**config.mk**
```make
export PLATFORM = sky130hd
export DESIGN_NAME = egress_frame_encap
export DESIGN_NICKNAME = d
export VERILOG_FILES = /design/src/rtl/egress_frame_encap.sv
export SDC_FILE = /design/constraint.sdc
export NUM_CORES = 1
export LEC_CHECK = 0
export CORE_AREA = 3 3 266 268
export DETAILED_ROUTE_END_ITERATION = 8
export DIE_AREA = 0 0 269 271
export SLEW_MARGIN = 20
export SYNTH_ARGS = -nofsm -noshare
export SYNTH_HDL_FRONTEND = slang
export SYNTH_SLANG_ARGS = --single-unit
```
**constraint.sdc**
```tcl
create_clock -name clk -period 39.3 [get_ports clk]
set_clock_uncertainty 0.05 [all_clocks]
set_input_delay 7.86 -clock clk [delete_from_list [all_inputs] [get_ports clk]]
set_output_delay 7.86 -clock clk [all_outputs]
set_load 0.1 [all_outputs]
```
**src/rtl/egress_frame_encap.sv**
```systemverilog
// Egress link framer: prepends a 16-byte link header to each transport packet
// and shifts the payload up by 16 bytes into 256-bit output words.
module egress_frame_encap #(
  parameter logic [15:0] ETHERTYPE = 16'h8915
) (
  input  logic         clk,
  input  logic         rst,
  input  logic         i_outbound_pkt_empty,
  output logic         o_outbound_pkt_rd_en,
  input  logic [255:0] iv_outbound_pkt_data,
  input  logic [47:0]  iv_dst_mac,
  input  logic [47:0]  iv_src_mac,
  output logic         o_frame_valid,
  input  logic         i_frame_ready,
  output logic [255:0] ov_frame_data,
  output logic [31:0]  ov_frame_keep,
  output logic         o_frame_last,
  output logic         o_drop_pulse,
  output logic [31:0]  ov_frame_cnt
);

  typedef enum logic [1:0] {IDLE, BODY, TAIL} state_t;

  typedef struct packed {
    logic [13:0] len;    // transport packet length L
    logic [15:0] flen;   // frame length F = L + 16
    logic [8:0]  n_in;   // input words
    logic [8:0]  n_out;  // output words
  } dec_t;

  localparam logic [2:0] TR_UD = 3'b011;

  state_t        state_q, state_d;
  logic [127:0]  hold_q, hold_d;
  logic [8:0]    rem_q, rem_d;
  logic          tail_q, tail_d;
  logic [4:0]    fmod_q, fmod_d;
  logic          valid_q, valid_d;
  logic [255:0]  data_q, data_d;
  logic [31:0]   keep_q, keep_d;
  logic          last_q, last_d;
  logic          drop_q, drop_d;
  logic [31:0]   cnt_q, cnt_d;

  dec_t          dec;
  logic [7:0]    opc;
  logic [13:0]   plen;
  logic [127:0]  hdr;
  logic          advance, pop;
  logic [4:0]    fmod_sel;
  logic [31:0]   keep_last;

  // Length decode straight from the BTH/RETH fields of the FIFO head word.
  always_comb begin
    opc  = iv_outbound_pkt_data[31:24];
    plen = {1'b0, iv_outbound_pkt_data[94:88], iv_outbound_pkt_data[61:56]};
    dec  = '0;
    case (opc[4:0])
      5'h00, 5'h01, 5'h02, 5'h07, 5'h08, 5'h0E: dec.len = plen + 14'd12;
      5'h03, 5'h09, 5'h0D, 5'h0F, 5'h10:        dec.len = plen + 14'd16;
      5'h06, 5'h0A:                             dec.len = plen + 14'd28;
      5'h0B:                                    dec.len = plen + 14'd32;
      5'h04: dec.len = plen + ((opc[7:5] == TR_UD) ? 14'd28 : 14'd12);
      5'h05: dec.len = plen + ((opc[7:5] == TR_UD) ? 14'd32 : 14'd16);
      5'h0C:                                    dec.len = 14'd28;
      5'h13, 5'h14:                             dec.len = 14'd40;
      5'h11:                                    dec.len = 14'd16;
      default:                                  dec.len = 14'd0;
    endcase
    dec.flen  = {2'b00, dec.len} + 16'd16;
    dec.n_in  = dec.len[13:5]  + {8'd0, |dec.len[4:0]};
    dec.n_out = dec.flen[13:5] + {8'd0, |dec.flen[4:0]};
  end

  assign hdr      = {dec.flen, ETHERTYPE, iv_src_mac, iv_dst_mac};
  assign advance  = !valid_q || i_frame_ready;
  assign fmod_sel = (state_q == IDLE) ? dec.flen[4:0] : fmod_q;

  for (genvar i = 0; i < 32; i++) begin : g_keep
    assign keep_last[i] = (fmod_sel == 5'd0) || (5'(i) < fmod_sel);
  end

  always_comb begin
    state_d = state_q;
    hold_d  = hold_q;
    rem_d   = rem_q;
    tail_d  = tail_q;
    fmod_d  = fmod_q;
    valid_d = valid_q;
    data_d  = data_q;
    keep_d  = keep_q;
    last_d  = last_q;
    drop_d  = 1'b0;
    pop     = 1'b0;
    if (advance) begin
      valid_d = 1'b0;
      case (state_q)
        IDLE: begin
          if (!i_outbound_pkt_empty) begin
            pop = 1'b1;
            if (dec.len == 14'd0) begin
              drop_d = 1'b1;
            end else begin
              valid_d = 1'b1;
              data_d  = {iv_outbound_pkt_data[127:0], hdr};
              hold_d  = iv_outbound_pkt_data[255:128];
              fmod_d  = dec.flen[4:0];
              tail_d  = dec.n_out > dec.n_in;
              rem_d   = dec.n_in - 9'd1;
              if (dec.n_out == 9'd1) begin
                last_d = 1'b1;
                keep_d = keep_last;
              end else begin
                last_d  = 1'b0;
                keep_d  = '1;
                state_d = (dec.n_in == 9'd1) ? TAIL : BODY;
              end
            end
          end
        end
        BODY: begin
          if (!i_outbound_pkt_empty) begin
            pop     = 1'b1;
            valid_d = 1'b1;
            data_d  = {iv_outbound_pkt_data[127:0], hold_q};
            hold_d  = iv_outbound_pkt_data[255:128];
            rem_d   = rem_q - 9'd1;
            last_d  = 1'b0;
            keep_d  = '1;
            if (rem_q == 9'd1) begin
              if (tail_q) begin
                state_d = TAIL;
              end else begin
                state_d = IDLE;
                last_d  = 1'b1;
                keep_d  = keep_last;
              end
            end
          end
        end
        TAIL: begin
          valid_d = 1'b1;
          data_d  = {128'd0, hold_q};
          last_d  = 1'b1;
          keep_d  = keep_last;
          state_d = IDLE;
        end
        default: state_d = IDLE;
      endcase
    end
    cnt_d = cnt_q + {31'd0, valid_q & i_frame_ready & last_q};
  end

  always_ff @(posedge clk or posedge rst) begin
    if (rst) begin
      state_q <= IDLE;
      hold_q  <= '0;
      rem_q   <= '0;
      tail_q  <= 1'b0;
      fmod_q  <= '0;
      valid_q <= 1'b0;
      data_q  <= '0;
      keep_q  <= '0;
      last_q  <= 1'b0;
      drop_q  <= 1'b0;
      cnt_q   <= '0;
    end else begin
      state_q <= state_d;
      hold_q  <= hold_d;
      rem_q   <= rem_d;
      tail_q  <= tail_d;
      fmod_q  <= fmod_d;
      valid_q <= valid_d;
      data_q  <= data_d;
      keep_q  <= keep_d;
      last_q  <= last_d;
      drop_q  <= drop_d;
      cnt_q   <= cnt_d;
    end
  end

  // Pop is combinational; held off during reset so every output reads 0.
  assign o_outbound_pkt_rd_en = pop && !rst;
  assign o_frame_valid        = valid_q;
  assign ov_frame_data        = data_q;
  assign ov_frame_keep        = keep_q;
  assign o_frame_last         = last_q;
  assign o_drop_pulse         = drop_q;
  assign ov_frame_cnt         = cnt_q;

endmodule

```
; Word-level counts from Yosys, hierarchy flattened
; Cells that the tools add are included.
[totals]
out_inout_bits = 324
wordCells = 191
reg_bits = 468
in_bits = 356
[classes]
mux = 48
magnitude_cmp = 33
n_eq_ne = 30
n_addsub = 12
bitwise = 4
reduce_logical = 53
[op_table]
columns = operator, count
row1 = $mux W256, 3
row2 = $pmux W256 S3, 1
row3 = $mux W128, 3
row4 = $pmux W128 S2, 1
row5 = $mux W32, 6
row6 = $pmux W14 S9, 1
row7 = $pmux W32 S3, 1
row8 = $lt A5 B5 Y1 const A, 16
row9 = $eq A5 B4 Y1 const B, 8
row10 = $lt A4 B5 Y1 const A, 8
row11 = $logic_or A1 B1 Y1, 33
row12 = $add A32 B1 Y32, 1
row13 = $add A13 B5 Y14 const B, 2
row14 = $eq A9 B1 Y1 const B, 3
row15 = $mux W9, 3
row16 = $eq A5 B3 Y1 const B, 4
row17 = $eq A5 B5 Y1 const B, 4
row18 = $lt A3 B5 Y1 const A, 4
row19 = $add A9 B1 Y9, 2
row20 = $pmux W9 S2, 1
row21 = $sub A9 B1 Y9 const B, 2
row22 = $add A14 B5 Y15 const B, 1
row23 = $mux W1, 15
row24 = $reduce_or A5 Y1, 3
row25 = 32 further kinds, 54

; Logic depth before layout (Yosys ltp)
; Gate-level depths: netlist (run 1).
[logic_depth]
depth_word = 12
mapped_depth = 30
depth_no_buf = 27

; Worst setup path before layout (run 1)
; OpenSTA, ideal clock, no wires.
[synth_path]
path_type = in2out
from = in i_frame_ready
to = out o_outbound_pkt_rd_en
arrival_ps = 10186
n_path_buf = 0
path_slack_ps = 21204
path_stages = 3
cell_sequence = nand2b_1 nand2b_1 nor3_1
[synth_via]
elab_chain_len = 3
[synth_lines]
columns = element, line
row1 = from (decl), 14  ; input logic i_frame_ready,
row2 = $logic_or A1 B1 Y1, 76  ; assign advance = !valid_q || i_frame_ready;
row3 = $mux W1, 95  ; if (advance) begin
row4 = $logic_and A1 B1 Y1, 183  ; assign o_outbound_pkt_rd_en = pop && !rst;
row5 = to (decl), 9  ; output logic o_outbound_pkt_rd_en,
; Every way passes these cells.

; Worst setup path after layout (run 1)
; Ends and elaborated chain as after synthesis.

==> results of run 1 <==
==> how the worst max path moves through the flow <==
stage	endpoint	startpoint	slack (ps)
5_1_grt	o_outbound_pkt_rd_en	i_frame_ready	21110
2_1_floorplan	fmod_q[0]$_DFFE_PP0P_	rst	18340
3_3_place_gp	o_outbound_pkt_rd_en	i_outbound_pkt_empty	21170
3_5_place_dp	o_outbound_pkt_rd_en	i_frame_ready	21210
6_report	o_outbound_pkt_rd_en	i_frame_ready	21170
4_1_cts	o_outbound_pkt_rd_en	i_frame_ready	21180
==> worst min-delay path: cells and delay by family, from the launching register on <==
family	cells	cell delay, ps
flip-flops	1	340
AND/OR/NAND/NOR	2	90
==> routing by layer <==
| layer | up-vias | global-route usage [%] | part of all wire, % |
|---|---|---|---|
| li1 | 9438 | - | - |
| met1 | 9726 | 27.73 | 41 |
| met2 | 668 | 35.81 | 49 |
| met3 | 130 | 4.984 | 7.3 |
| met4 | 4 | 6.851 | 2.7 |
| met5 | - | 0 | 0.028 |
==> layout make-up <==
cell class / instances / area share (%)
flip-flops and latches: 468 / 37.71
inverters: 28 / 0.3707
clock inverters: 14 / 0.5681
diodes: 14 / 0.1128
clock buffers: 88 / 5.447
well taps: 931 / 3.751
multi-input cells: 1779 / 29.51
repair buffers: 700 / 22.53
==> cell usage in the layout, fill, tap and decap left out, drive strengths merged, types with 4 or more instances in the layout <==
cell type,n
nand2,746
clkdlybuf4s50,679
dfrtp,468
nor2,305
nand3,175
a221oi,104
clkbuf,88
a21oi,67
o21ai,65
xnor2,41
ha,32
inv,29
nor3,21
buf,21
a31oi,18
xor2,18
nand2b,15
and3,15
diode,14
nand4,9
clkinv,9
a21o,8
a211oi,8
or3,8
nor4,8
and2,7
mux2,7
a22o,6
o22ai,5
nand4b,5
o221ai,5
o211ai,5
or2,5
nor2b,4
nand3b,4
o31ai,4
mux2i,4
o21a,4
==> state kept, by name, summed over array words and instances, names as in the netlist <==
register,flops
hold_q,128
o_frame_valid,1
tail_q,1
o_frame_last,1
ov_frame_keep,32
ov_frame_data,256
fmod_q,5
ov_frame_cnt,32
o_drop_pulse,1
state_q,2
rem_q,9
==> metrics by stage <==
step / instance area, um2 / utilization [%] / hold WS [ps]
3_5_place_dp: 29130 / 42.47 / 404.8
4_1_cts: 31000 / 45.19 / 417.0
6_report: 31050 / 45.28 / 412.3
5_1_grt: 31040 / 45.26 / 432.8
3_3_place_gp: 29130 / 42.47 / 397.6
2_1_floorplan: 21580 / - / 390.4
==> logic make-up after synthesis <==
| family | count (synthesis) | synth area share [%] |
|---|---|---|
| adders and majority gates | 35 | 2.041 |
| DFF | 468 | 54.27 |
| and+or+nand+nor | 1339 | 25.93 |
| AOI/OAI and AO/OA | 335 | 11.35 |
| muxes | 11 | 0.5508 |
| buffers and inverters | 187 | 3.421 |
| xor gates and xnor gates | 59 | 2.429 |
==> qor.yml, run 1 <==
outcome:
  status: "finished, final reports clean"
synth:
  syn_area_per_cell_um2: 8.866
  async_flop_share_pct: 100.0
  yosysTopAreaCell: "dfrtp_1"
  synth-seq-area-share_pct: 54.27
  ys_types: 83
  ys_ff_latch: 468
  synth_common_cells: "nand2_1, dfrtp_1, nor2_1"
  yosysMostFrequentCell: "nand2_1"
  synth_nets: 2823
  netlist_area_um2: 21580
  synth.top_cell.area_share_pct: 54.27
  yosys_warnings: 0
  yosys-top-cells-area: "dfrtp_1, nand2_1, nor2_1"
  ys.flop_type: "dfrtp_1"
  synthCells: 2434
  synth_edf_count: 0
timing:
  final_hold_viol_count: 0
  final_max_slew_viol_count: 0
  setup_viol: 0
  finalWorstSetupSlack_ps: 21170
  worstMarginPinSlew_ps: 1145
  period_needed_ps: 18130
  grt_setup_unrepaired: "false"
  min_period_over_period_pct: 46.12
  setup-tns-final_ps: 0
  fmax_mhz: 55.17
  slew_headroom_pct: 23.67
finish:
  regArea_um2: 11710
  layout-drive-gt1-share_pct: 4.842
  area.growth.synth_to_final_pct: 43.91
  fillers: 6603
  multi_input_area_um2: 9165
  fin_nets: 3420
  fin_cells: 4022
clock_network:
  htree_levels: 2
  clkTransAtPathRegs_ps: 60
  clock-sinks: 468
  clk_path_buf_depth: 3
  cts_resized: 0
  cts_hold_buf: 0
  clk_latency_ps: 600
  cts_root_buf: "clkbuf_16"
  cts_tree: "yes"
  cts_buffers: 54
  cts_setup_buffers: 0
worst_setup_path:
  arrival_ps: 10220
  cp_max_fo: 7
  cpPeakStageDelay_ps: 1180
  worstPathCellList: "clkdlybuf4s50_1 > nand2b_1 > nand2b_1 > nor3_1 > clkdlybuf4s50_1"
  r2r_start: "state_q[0]$_DFFE_PP0P_"
  crit_family: "buffers and inverters"
  r2r_cells: 8
  worstPathRequired_ps: 31390
  worst-path-stages: 5
  r2r_end: "ov_frame_data[29]$_DFFE_PP0P_"
  reg2reg_slack_ps: 35000
  endpoint_kind: "output pin"
  crit_path_start_kind: "primary input"
  critPathBufInv: 2
  crit_type: "primary input to output pin"
  critPathSlowestCell: "clkdlybuf4s50_1"
grt:
  gr-total-overflow: 0
  antenna_found_initial: 14
  grt_first_pass_wirelength_um: 122500
  grt_use_total_pct: 21.55
  grt_pass1_vias: 19640
  grt_max_degree: 190
floorplanning:
  die_h_um: 271
  design.portCount: 680
  row_count: 96
  core_area_um2: 68590
  start_util_pct: 31.46
  die_w_um: 269
  fp.dieArea_um2: 72900
detailed_routing:
  drt-vias-per-instance: 4.964
  drt_iter0_markers: 1680
  via_count: 19970
  ant_nets: 0
  wire_per_inst_um: 20.27
  route.detailed.drc: 0
  wl_um: 81520
  first_pass_iters: 5
hold_path:
  min_from: "ov_frame_data[161]$_DFFE_PP0P_"
  min_path_type: "flip-flop to flip-flop"
  hold_path_depth: 2
  hold_path_end: "ov_frame_data[161]$_DFFE_PP0P_"
placement:
  io_buffers: 679
  dp.cells: 3905
  gp_congestion: 0.9057
  pre_cts_ws_ps: 21210
  place_hpwl_um: 57450
flow_run:
  cap_violations: 0
Power of run 1 is not shown: default switching activity piles up to over one toggle a cycle in this logic, so the estimate is an artifact.
==> run 2, diff against run 1 <==
==> constraint.sdc (replaced) <==
create_clock -name clk -period 18.4 [get_ports clk]
set_clock_uncertainty 0.05 [all_clocks]
set_input_delay 3.68 -clock clk [delete_from_list [all_inputs] [get_ports clk]]
set_output_delay 3.68 -clock clk [all_outputs]
set_load 0.1 [all_outputs]
==> run 2 against run 1 <==
First-iteration DRC count fell by 23%. Global-route usage barely moved. Cell count fell by 0.25%. Worst hold slack got worse by 0.71 ps. Largest cell class unchanged.
==> qor.yml, run 2 (synthesis results as in run 1) <==
floorplanning:
  row_count: 96  # unchanged
  core_area_um2: 68590  # unchanged
  die_w_um: 269  # unchanged
  die_h_um: 271  # unchanged
  fp.dieArea_um2: 72900  # unchanged
  start_util_pct: 31.46  # unchanged
  design.portCount: 680  # unchanged
clock_network:
  cts_root_buf: "clkbuf_16"  # unchanged
  cts_tree: "yes"  # unchanged
  clk_path_buf_depth: 3  # unchanged
  clk_latency_ps: 610  # was 600 ps
  cts_buffers: 54  # unchanged
  cts_hold_buf: 0  # unchanged
  clock-sinks: 468  # unchanged
  cts_setup_buffers: 0  # unchanged
  clkTransAtPathRegs_ps: 60  # about the same
  cts_resized: 0  # unchanged
  htree_levels: 2  # unchanged
timing:
  timing.hold.ws_ps: 411.5  # was 412.3 ps
  min_period_over_period_pct: 54.38
  fmax_mhz: 99.94
  final_hold_viol_count: 0  # unchanged
  grt_setup_unrepaired: "false"  # unchanged
  setup-tns-final_ps: 0  # unchanged
  setup_viol: 0  # unchanged
  final_max_slew_viol_count: 0  # unchanged
  period_needed_ps: 10010
  worstMarginPinSlew_ps: 1169  # was 1145 ps
  slew_headroom_pct: 22.10  # was 23.67%
finish:
  final_cell_mix: "nand2_1, clkdlybuf4s50_1, dfrtp_1, nor2_1, nand3_1"  # unchanged
  largest_reg_flops: 256  # unchanged
  final_area_um2: 30910  # was 31050 um2
  area.growth.synth_to_final_pct: 43.25  # was 43.91%
  fin_nets: 3416  # was 3420
  fin_cells: 4012  # was 4022
  final_common_cell: "nand2_1"  # unchanged
  layout-drive-gt1-share_pct: 4.729  # was 4.842%
worst_setup_path:
  endpoint_kind: "flip-flop"  # was output pin
  r2r_cells: 9  # was 8
  cp_max_fo: 85  # was 7
  critPathMostFrequentCell: "nor2_1"
  critPathBufInv: 3  # was 2
  crit_path_start_kind: "primary input"  # unchanged
  worst-path-stages: 19  # was 5
  worstPathRequired_ps: 18870  # was 31390 ps
  crit_family: "simple AND/OR/NAND/NOR gates"  # was buffers and inverters
  cpPeakStageDelay_ps: 870  # was 1180 ps
  worstPathCellList: "clkdlybuf4s50_1 > nand2b_1 > nor3_1 > ha_1 > a21oi_1 > nor2_1 > ha_1 > nand3_1 > a2bb2oi_1 > xor2_1 > nor2_1 > nor2_2 > nand4_1 > nor4_2 > or2_4 > buf_12 > buf_4 > a221oi_1 > nor2_1"  # was clkdlybuf4s50_1 > nand2b_1 > nand2b_1 > nor3_1 > clkdlybuf4s50_1
  reg2reg_slack_ps: 14120  # was 35000 ps
  r2r_end: "ov_frame_data[16]$_DFFE_PP0P_"  # was ov_frame_data[29]$_DFFE_PP0P_
  critPathSlowestCell: "buf_4"  # was clkdlybuf4s50_1
  r2r_start: "state_q[1]$_DFFE_PP0P_"  # was state_q[0]$_DFFE_PP0P_
  crit_type: "primary input to flip-flop"  # was primary input to output pin
  arrival_ps: 10480  # was 10220 ps
detailed_routing:
  route.detailed.drc: 0  # unchanged
  ant_nets: 0  # unchanged
  drt-vias-per-instance: 4.985  # was 4.964
  wl_um: 81920  # was 81520 um
  via_count: 20000  # was 19970
  first_pass_iters: 5  # unchanged
  drt_iter0_markers: 1296  # was 1680
  wire_per_inst_um: 20.42  # was 20.27 um
hold_path:
  hold_path_end: "ov_frame_data[235]$_DFFE_PP0P_"  # was ov_frame_data[161]$_DFFE_PP0P_
  min_path_type: "flip-flop to flip-flop"  # unchanged
  hold_path_depth: 2  # unchanged
  min_from: "ov_frame_data[235]$_DFFE_PP0P_"  # was ov_frame_data[161]$_DFFE_PP0P_
grt:
  grt_pass1_vias: 19590  # was 19640
  grt_max_degree: 205  # was 190
  antenna_found_initial: 23  # was 14
  gr-total-overflow: 0  # unchanged
  grt_use_total_pct: 21.55  # about the same
  grt_first_pass_wirelength_um: 122000  # was 122500 um
placement:
  gp_congestion: 0.8964  # was 0.9057
  dp.cells: 3901  # was 3905
  place_hpwl_um: 58060  # was 57450 um
  place_area_um2: 29100  # was 29130 um2
  io_buffers: 679  # unchanged
outcome:
  status: "finished, final reports clean"  # unchanged
flow_run:
  cap_violations: 0  # unchanged
[run 2: cell count changes in the layout (fill, tap and decap cells not counted), sizes merged]
| cell | delta |
|---|---|
| clkbuf | -16 |
| buf | -4 |
| clkinv | +3 |
| clkinvlp | +3 |
| inv | +3 |
| diode | +1 |
[run 2: cell type report]
class | instances | area, um2
inverters | 28 | 115.1
multi-input cells | 1779 | 9165
clock inverters | 23 | 226.5
fillers | 6569 | 37670
repair buffers | 696 | 6962
clock buffers | 72 | 1530
diodes | 15 | 37.54
well taps | 931 | 1165
flip-flops and latches | 468 | 11710
[run 2: how the worst max path moves through the flow]
| stage | slack [ps] | start | to |
|---|---|---|---|
| 2_1_floorplan | 1620 | rst | fmod_q[0]$_DFFE_PP0P_ |
| 3_3_place_gp | 7840 | iv_outbound_pkt_data[28] | ov_frame_data[116]$_DFFE_PP0P_ |
| 3_5_place_dp | 7650 | iv_outbound_pkt_data[28] | ov_frame_data[25]$_DFFE_PP0P_ |
| 4_1_cts | 8300 | iv_outbound_pkt_data[28] | ov_frame_data[116]$_DFFE_PP0P_ |
| 5_1_grt | 7960 | iv_outbound_pkt_data[28] | ov_frame_data[14]$_DFFE_PP0P_ |
| 6_report | 8390 | iv_outbound_pkt_data[28] | ov_frame_data[16]$_DFFE_PP0P_ |
[run 2: layer usage]
metal | share of wire (%) | GRT usage (%) | vias to the layer above
met1 | 41 | 27.19 | 9671
met2 | 48 | 35.53 | 739
li1 | - | - | 9423
met4 | 3.1 | 7.622 | 12
met5 | 0.10 | 0 | -
met3 | 7.8 | 5.684 | 155
[run 2: per-stage QoR]
step / utilization [%] / worst slack [ps]
after floorplan: - / 1618
after global placement: 42.43 / 7845
after detailed placement: 42.43 / 7654
after CTS: 44.99 / 8296
after global routing: 45.07 / 7958
final: 45.07 / 8394
[run 2: tightest hold or removal path, delay by kind of cell (launching register included)]
| kind | cells | cell delay [ps] |
|---|---|---|
| flops | 1 | 340 |
| simple gates | 2 | 90 |
Power of run 2 is left out for the same reason.
